## config.mk

```make
export PLATFORM = sky130hd
export DESIGN_NAME = regfile_checker_table
export DESIGN_NICKNAME = d
export VERILOG_FILES = /design/src/rtl/regfile_checker_pkg.sv /design/src/rtl/regfile_checker_table.sv
export SDC_FILE = /design/constraint.sdc
export NUM_CORES = 1
export LEC_CHECK = 0
export ABC_AREA = 1
export CAP_MARGIN = 20
export CORE_MARGIN = 4
export CORE_UTILIZATION = 35
export CTS_CLUSTER_SIZE = 12
export DETAILED_ROUTE_END_ITERATION = 8
export GPL_TIMING_DRIVEN = 0
export HOLD_SLACK_MARGIN = 0.03
export PLACE_DENSITY_LB_ADDON = 0.15
export SLEW_MARGIN = 20
export SYNTH_ARGS = -nofsm -noshare
export SYNTH_HDL_FRONTEND = slang
export SYNTH_SLANG_ARGS = --single-unit
```

## constraint.sdc

```tcl
create_clock -name clk -period 4.5 [get_ports clk]
set_input_delay 0.45 -clock clk [delete_from_list [all_inputs] [get_ports clk]]
set_output_delay 0.45 -clock clk [all_outputs]
set_load 0.02 [all_outputs]
```

## src/rtl/regfile_checker_pkg.sv

```systemverilog
// regfile_checker_pkg
//   Shared types for the register-file checker: the FSM state encoding and
//   the expected-table entry struct.
//   The entry struct is sized for the widest supported configuration
//   (MAX_DATA_W data bits, MAX_REG_W register-index bits). Narrower
//   instances zero-extend into it and use only the low bits.
//   DATA_WIDTH must not exceed MAX_DATA_W, and REG_ADDR_W must not exceed
//   MAX_REG_W.

package regfile_checker_pkg;

    localparam int MAX_DATA_W = 64;
    localparam int MAX_REG_W  = 8;

    typedef enum logic [2:0] {
        S_IDLE    = 3'd0,
        S_RUN     = 3'd1,
        S_CHK_REQ = 3'd2,
        S_CHK_CMP = 3'd3,
        S_DONE    = 3'd4
    } state_t;

    typedef struct packed {
        logic                  valid;
        logic [MAX_REG_W-1:0]  reg_idx;
        logic [MAX_DATA_W-1:0] value;
    } check_entry_t;

endpackage

```

## src/rtl/regfile_checker_table.sv

```systemverilog
// regfile_checker_table
//   Expected-value table with NUM_CHECKS entries, one write port and one
//   combinational read port.
//   A write lands on the next rising edge, so a read in the same cycle
//   returns the old contents. Reset clears every valid bit; the register
//   index and value fields are not reset.
// Ports:
//   clk, reset               clock, synchronous active-high reset
//   wr_en/wr_idx/wr_valid/
//   wr_reg/wr_value          table write port
//   rd_idx                   read index
//   rd_entry                 entry at rd_idx, zero-extended into check_entry_t

module regfile_checker_table
    import regfile_checker_pkg::*;
#(
    parameter int DATA_WIDTH = 32,
    parameter int REG_ADDR_W = 5,
    parameter int NUM_CHECKS = 8,
    localparam int IDX_W     = $clog2(NUM_CHECKS)
) (
    input  logic                  clk,
    input  logic                  reset,
    input  logic                  wr_en,
    input  logic [IDX_W-1:0]      wr_idx,
    input  logic                  wr_valid,
    input  logic [REG_ADDR_W-1:0] wr_reg,
    input  logic [DATA_WIDTH-1:0] wr_value,
    input  logic [IDX_W-1:0]      rd_idx,
    output check_entry_t          rd_entry
);

    logic [NUM_CHECKS-1:0] valid_q, valid_d;
    logic [REG_ADDR_W-1:0] reg_q   [NUM_CHECKS];
    logic [REG_ADDR_W-1:0] reg_d   [NUM_CHECKS];
    logic [DATA_WIDTH-1:0] value_q [NUM_CHECKS];
    logic [DATA_WIDTH-1:0] value_d [NUM_CHECKS];

    always_comb begin
        valid_d = valid_q;
        reg_d   = reg_q;
        value_d = value_q;
        if (wr_en) begin
            valid_d[wr_idx] = wr_valid;
            reg_d[wr_idx]   = wr_reg;
            value_d[wr_idx] = wr_value;
        end
    end

    always_ff @(posedge clk) begin
        if (reset) begin
            valid_q <= '0;
        end else begin
            valid_q <= valid_d;
        end
        reg_q   <= reg_d;
        value_q <= value_d;
    end

    always_comb begin
        rd_entry         = '0;
        rd_entry.valid   = valid_q[rd_idx];
        rd_entry.reg_idx = MAX_REG_W'(reg_q[rd_idx]);
        rd_entry.value   = MAX_DATA_W'(value_q[rd_idx]);
    end

endmodule

```

==> results of run 1 <==
final timing paths:
path / endpoint / slack, ps / cells past startpoint
setup / recovery: rd_entry[10] / 1190 / 6
hold / removal: valid_q[4] / 490 / 2
setup reg to reg: valid_q[6] / 3870 / 2
hold reg to reg: valid_q[4] / 490 / 2
Yosys cell counts:
cell type / n
o21ai_0: 1
edfxtp_1: 296
buf_6: 9
clkbuf_1: 9
dfxtp_1: 8
nand3_1: 152
buf_8: 1
inv_4: 1
inv_1: 309
conb_1: 1
nand2_1: 506
nor3_1: 5
buf_2: 30
nor2_1: 19
inv_2: 2
o21ai_1: 4
buf_4: 42
buf_1: 2
flip-flops by register name (all words and copies together) (netlist names):
signal and flops:
valid_q 8, value_q 256, reg_q 40
worst register-to-register path, cell delays in order, from the launching register on:
cell and delay, ps:
dfxtp_1 310, o21ai_0 160, nor2_1 60
layout make-up:
cell class	instances	area, um2	share of cell area, %
inverter	312	1170	7.04
clock buffer	49	971	5.82
tap	518	648	3.89
multi-input combinational	722	2970	17.8
timing repair buffer	96	1140	6.84
clock inverter	13	101	0.608
sequential	304	9050	54.2
buffer	93	623	3.74
kinds of logic after synthesis:
group / synth area share [%]
DFF: 66.4
and+or+nand+nor: 20.2
buffers and inverters: 13.2
other: 0.0275
AOI/OAI and AO/OA: 0.184
through the flow:
stage          power (mW)  TNS (ps)  hold slack, ps  util, %  cells
3_3_place_gp         3.91   -102260             466     39.5   2031
5_1_grt              6.82         0             529     43.3   2107
4_1_cts              6.62         0             492     43.3   2107
2_1_floorplan        3.64         0             455        -   1431
6_report             6.54         0             489     43.3   2107
3_5_place_dp         3.93         0             484     40.5   2045
power groups by stage:
stage | Sequential, mW | Combinational (mW) | Clock, mW
3_3_place_gp | 3.28 | 0.625 | 0
5_1_grt | 3.23 | 0.715 | 2.88
6_report | 3.22 | 0.644 | 2.67
4_1_cts | 3.22 | 0.655 | 2.74
2_1_floorplan | 3.28 | 0.360 | 0
3_5_place_dp | 3.28 | 0.653 | 0
metal layers:
layer,global-route usage (%),wire length (um)
met1,21.6,15400
met2,27.0,16100
met3,2.54,1500
met4,4.45,794
met5,0,0
==> results_dict.tcl, run 1 <==
set metrics [dict create \
    p_leak_nw 7.59 \
    status "finished clean" \
    power_frac_comb_pct 9.8 \
    worst_slew_pin_slew_ps 749 \
    cp_slowest_cell "clkdlybuf4s50_1" \
    clock_latency_ps 490 \
    switching_power_mw 1.49 \
    cts_tree "yes" \
    clock_power_share_pct 40.9 \
    initial_utilization_pct 35.4 \
    root_buffer "clkbuf_16" \
    grt_first_pass_wirelength_um 51400 \
    setup_viol 0 \
    drive_gt1_share_pct 9.19 \
    post_dp_cell_area_um2 15600 \
    ir_drop_mv 0.199 \
    coreArea_um2 38600 \
    fin_crit_sh_pct 73.6 \
    num-fill-cells 3724 \
    route.detailed.drc 0 \
    routed-via-count 9072 \
    p_sw_share_pct 22.8 \
    max_stage_delay_ps 620 \
    viasPerCell 4.31 \
    ys_warn_count 0 \
    p_seq_share_pct 49.3 \
    critPathLaunchType "primary input" \
    htree_levels 2 \
    critPathTopFamily "buffers and inverters" \
    crit_chain "clkdlybuf4s50_1, clkbuf_1, buf_2, nand2_1, nand2_1, clkdlybuf4s50_1" \
    grt_max_degree 22 \
    hold_buffers 0 \
    post-place-ws_ps 1190 \
    cts.sinks 304 \
    fin_skew_ps 0 \
    final_max_slew_viol_count 0 \
    synthTopCellsByArea "edfxtp_1 65%, nand2_1 14%, inv_1 8.5%, nand3_1 5.6%, buf_4 2.3%" \
    r2r-start "valid_q[6]" \
    hold_path_class "register to register" \
    wl_per_cell_um 16.0 \
    hold_viol_final 0 \
    grt_usage_pct 16.0 \
    final_cell_mix "506 x nand2_1, 309 x inv_1, 296 x edfxtp_1" \
    fin_nets 1611 \
    fin_ws_ps 1190 \
    synth_top_area_share_pct 65.2 \
    power_density_nw_per_um2 392 \
    io_pins 120 \
    endpoint_kind "output pin" \
    ctsResizeCount 0 \
    wl_um 33800 \
    die_h_um 205 \
    syn_inst 1397 \
    die_area_um2 42200 \
    cap_violations 0 \
    cts_made_buffers 35 \
    numPortBuffers 82 \
    drt-initial-drc-count 592 \
    yosysUniqueCellTypes 18 \
    intPower_mw 5.05 \
    crit_buf_inv 4 \
    crit_type "primary input to output pin" \
    crit_start "rd_idx[2]" \
    rsz0062_at_grt "false" \
    path_clk_slew_ps 60 \
    final_common_cell "nand2_1" \
    grt_overflow 0 \
    max_freq_mhz 302 \
    diodes 0 \
    post_cts_buffers 0 \
    final_area_um2 16700 \
    slew_headroom_pct 49.9 \
    synth_area_um2 13600 \
    grt_pass1_vias 8661 \
    ys_seq_area_share_pct 66.4 \
    antenna_found_initial 0 \
    ys_ff_latch 304 \
    gp_congestion 0.747 \
    ant_nets 0 \
    hpwl_um 21900 \
    drtPass1Iterations 5 \
    rows 72 \
    yosysTopAreaCell "edfxtp_1" \
    dieWidth_um 205 \
    area.growth.synth_to_final_pct 22.4 \
    cts_max_path_buffers 3 \
    syn_area_per_cell_um2 9.76 \
    hp-start "valid_q[4]" \
    critical_path_arrival_ps 2860 \
    critPathMaxFanout 10 \
    worstPathRequired_ps 4050 \
    layout_min_cycle_time_ps 3310 \
]
Power figures use the tool's default switching activity.
==> run 2: changes to the inputs <==
- clock period: 4.5 -> 2.7 ns (I/O delays scaled with it)
==> run 2 against run 1 <==
Against the previous run:
- wire length is 0.11% higher
- clock power grew 67%
- hold slack stayed put
- sequential power is 67% higher
- via count is 0.21% higher
- setup slack worse by 1100 ps
- clock skew stayed put
- global-route usage about the same
- critical path type unchanged
==> results_dict.tcl, run 2 (synthesis results as in run 1) <==
set metrics [dict create \
    wl_per_cell_um 16.1 \
    critical_path_arrival_ps 2350 \
    clock_latency_ps 490 \
    ff2ff_setup_slack_ps 2070 \
    fin_nets 1611 \
    setup_viol 0 \
    grt_usage_pct 16.0 \
    path_clk_slew_ps 60 \
    p_leak_nw 7.60 \
    routed-via-count 9091 \
    largest_registers "value_q: 256 flops, reg_q: 40 flops, valid_q: 8 flops" \
    drt-initial-drc-count 612 \
    cts_tree "yes" \
    status "finished clean" \
    gp_congestion 0.747 \
    final_max_slew_viol_count 0 \
    cts.sinks 304 \
    route.detailed.drc 0 \
    final_cell_mix "506 x nand2_1, 309 x inv_1, 296 x edfxtp_1" \
    grt_overflow 0 \
    hold_end "valid_q[4]" \
    viasPerCell 4.31 \
    multiInputGateArea_um2 2970 \
    power_density_nw_per_um2 653 \
    worst_slew_pin_slew_ps 755 \
    total_power_mw 10.9 \
    r2r-start "valid_q[6]" \
    rows 72 \
    regToRegEndpoint "valid_q[6]" \
    drtPass1Iterations 5 \
    fin_crit_sh_pct 97.0 \
    final-seq-area_um2 9050 \
    hold_viol_final 0 \
    slew_headroom_pct 49.5 \
    crit_chain "clkdlybuf4s50_1, clkbuf_4, buf_2, nand2_1, nand2_1, clkdlybuf4s50_1" \
    grt_pass1_vias 8659 \
    crit_type "primary input to output pin" \
    area.growth.synth_to_final_pct 22.5 \
    num-fill-cells 3720 \
    wl_um 33800 \
    critPathLaunchType "primary input" \
    die_h_um 205 \
    drive_gt1_share_pct 9.44 \
    cts_max_path_buffers 3 \
    ant_nets 0 \
    numPortBuffers 82 \
    io_pins 120 \
    cap_violations 0 \
    critPathMaxFanout 10 \
    worstPathRequired_ps 2430 \
    grt_first_pass_wirelength_um 51400 \
    hold_path_class "register to register" \
    crit_start "rd_idx[2]" \
    htree_levels 2 \
    endpoint_kind "output pin" \
    antenna_found_initial 0 \
    max_stage_delay_ps 620 \
    root_buffer "clkbuf_16" \
    grt_max_degree 22 \
    rsz0062_at_grt "false" \
    hpwl_um 21900 \
    cts_made_buffers 35 \
    initial_utilization_pct 35.4 \
    hp-start "valid_q[4]" \
    layout_min_cycle_time_ps 2620 \
    post_cts_buffers 0 \
    dieWidth_um 205 \
    coreArea_um2 38600 \
    rr_worst_depth 2 \
    ir_drop_mv 0.332 \
    ctsResizeCount 4 \
    final_common_cell "nand2_1" \
    largest_reg_flops 256 \
    die_area_um2 42200 \
    max_freq_mhz 382 \
    cp_slowest_cell "clkdlybuf4s50_1" \
    fin_skew_ps 0 \
    holdPathStages 2 \
    largest-register "value_q" \
    hold_buffers 0 \
    whs_ps 489 \
    diodes 0 \
]
==> run 2: changes by cell type in the layout (fill, tap and decap cells not counted), sizes merged <==
cell / delta
buf: -2
clkbuf: +2
==> run 2: area by class of cell <==
class | instances | area share (%)
inverter | 312 | 7.03
clock inverter | 13 | 0.607
multi-input combinational | 722 | 17.8
tap | 518 | 3.88
timing repair buffer | 96 | 6.84
clock buffer | 49 | 5.82
buffer | 93 | 3.81
sequential | 304 | 54.2
==> run 2: per-stage QoR <==
stage          instance area, um2  util (%)  TNS [ps]  setup slack (ps)  instances
6_report                    16700      43.3         0              80.9       2107
3_5_place_dp                15600      40.5     -4000              -248       2045
2_1_floorplan               13800         -         0               217       1431
4_1_cts                     16700      43.3         0              18.3       2107
5_1_grt                     16700      43.3         0              21.2       2107
3_3_place_gp                15200      39.5   -598630             -2110       2031
==> run 2: routing by layer <==
metal	part of all wire [%]	routed length (um)	GRT usage, %	vias up
met2	48	16100	27.0	230
met3	4.7	1580	2.54	52
li1	-	-	-	4600
met5	0	0	0	-
met4	2.3	794	4.45	0
met1	45	15400	21.6	4209
==> run 2: power breakdown <==
part	leakage (nW)	total [mW]	internal (mW)	switching, mW
combinational	4.33	1.08	0.398	0.678
sequential	2.75	5.37	5.34	0.0323
clock	0.516	4.46	2.69	1.77
total	7.60	10.9	8.42	2.48
==> run 2: worst max path at each step <==
stage	to	depth (start not counted)	slack, ps
CTS	rd_entry[10]	7	20
global route	rd_entry[10]	6	20
detailed placement	rd_entry[28]	7	-250
global placement	value_q[213]	3	-2110
floorplan	reg_q[35]	3	220
finish	rd_entry[10]	6	80
==> run 2: critical path, delay by kind of cell <==
family / cells / cell delay [ps]
and+or+nand+nor: 2 / 250
buffers and inverters: 4 / 1830
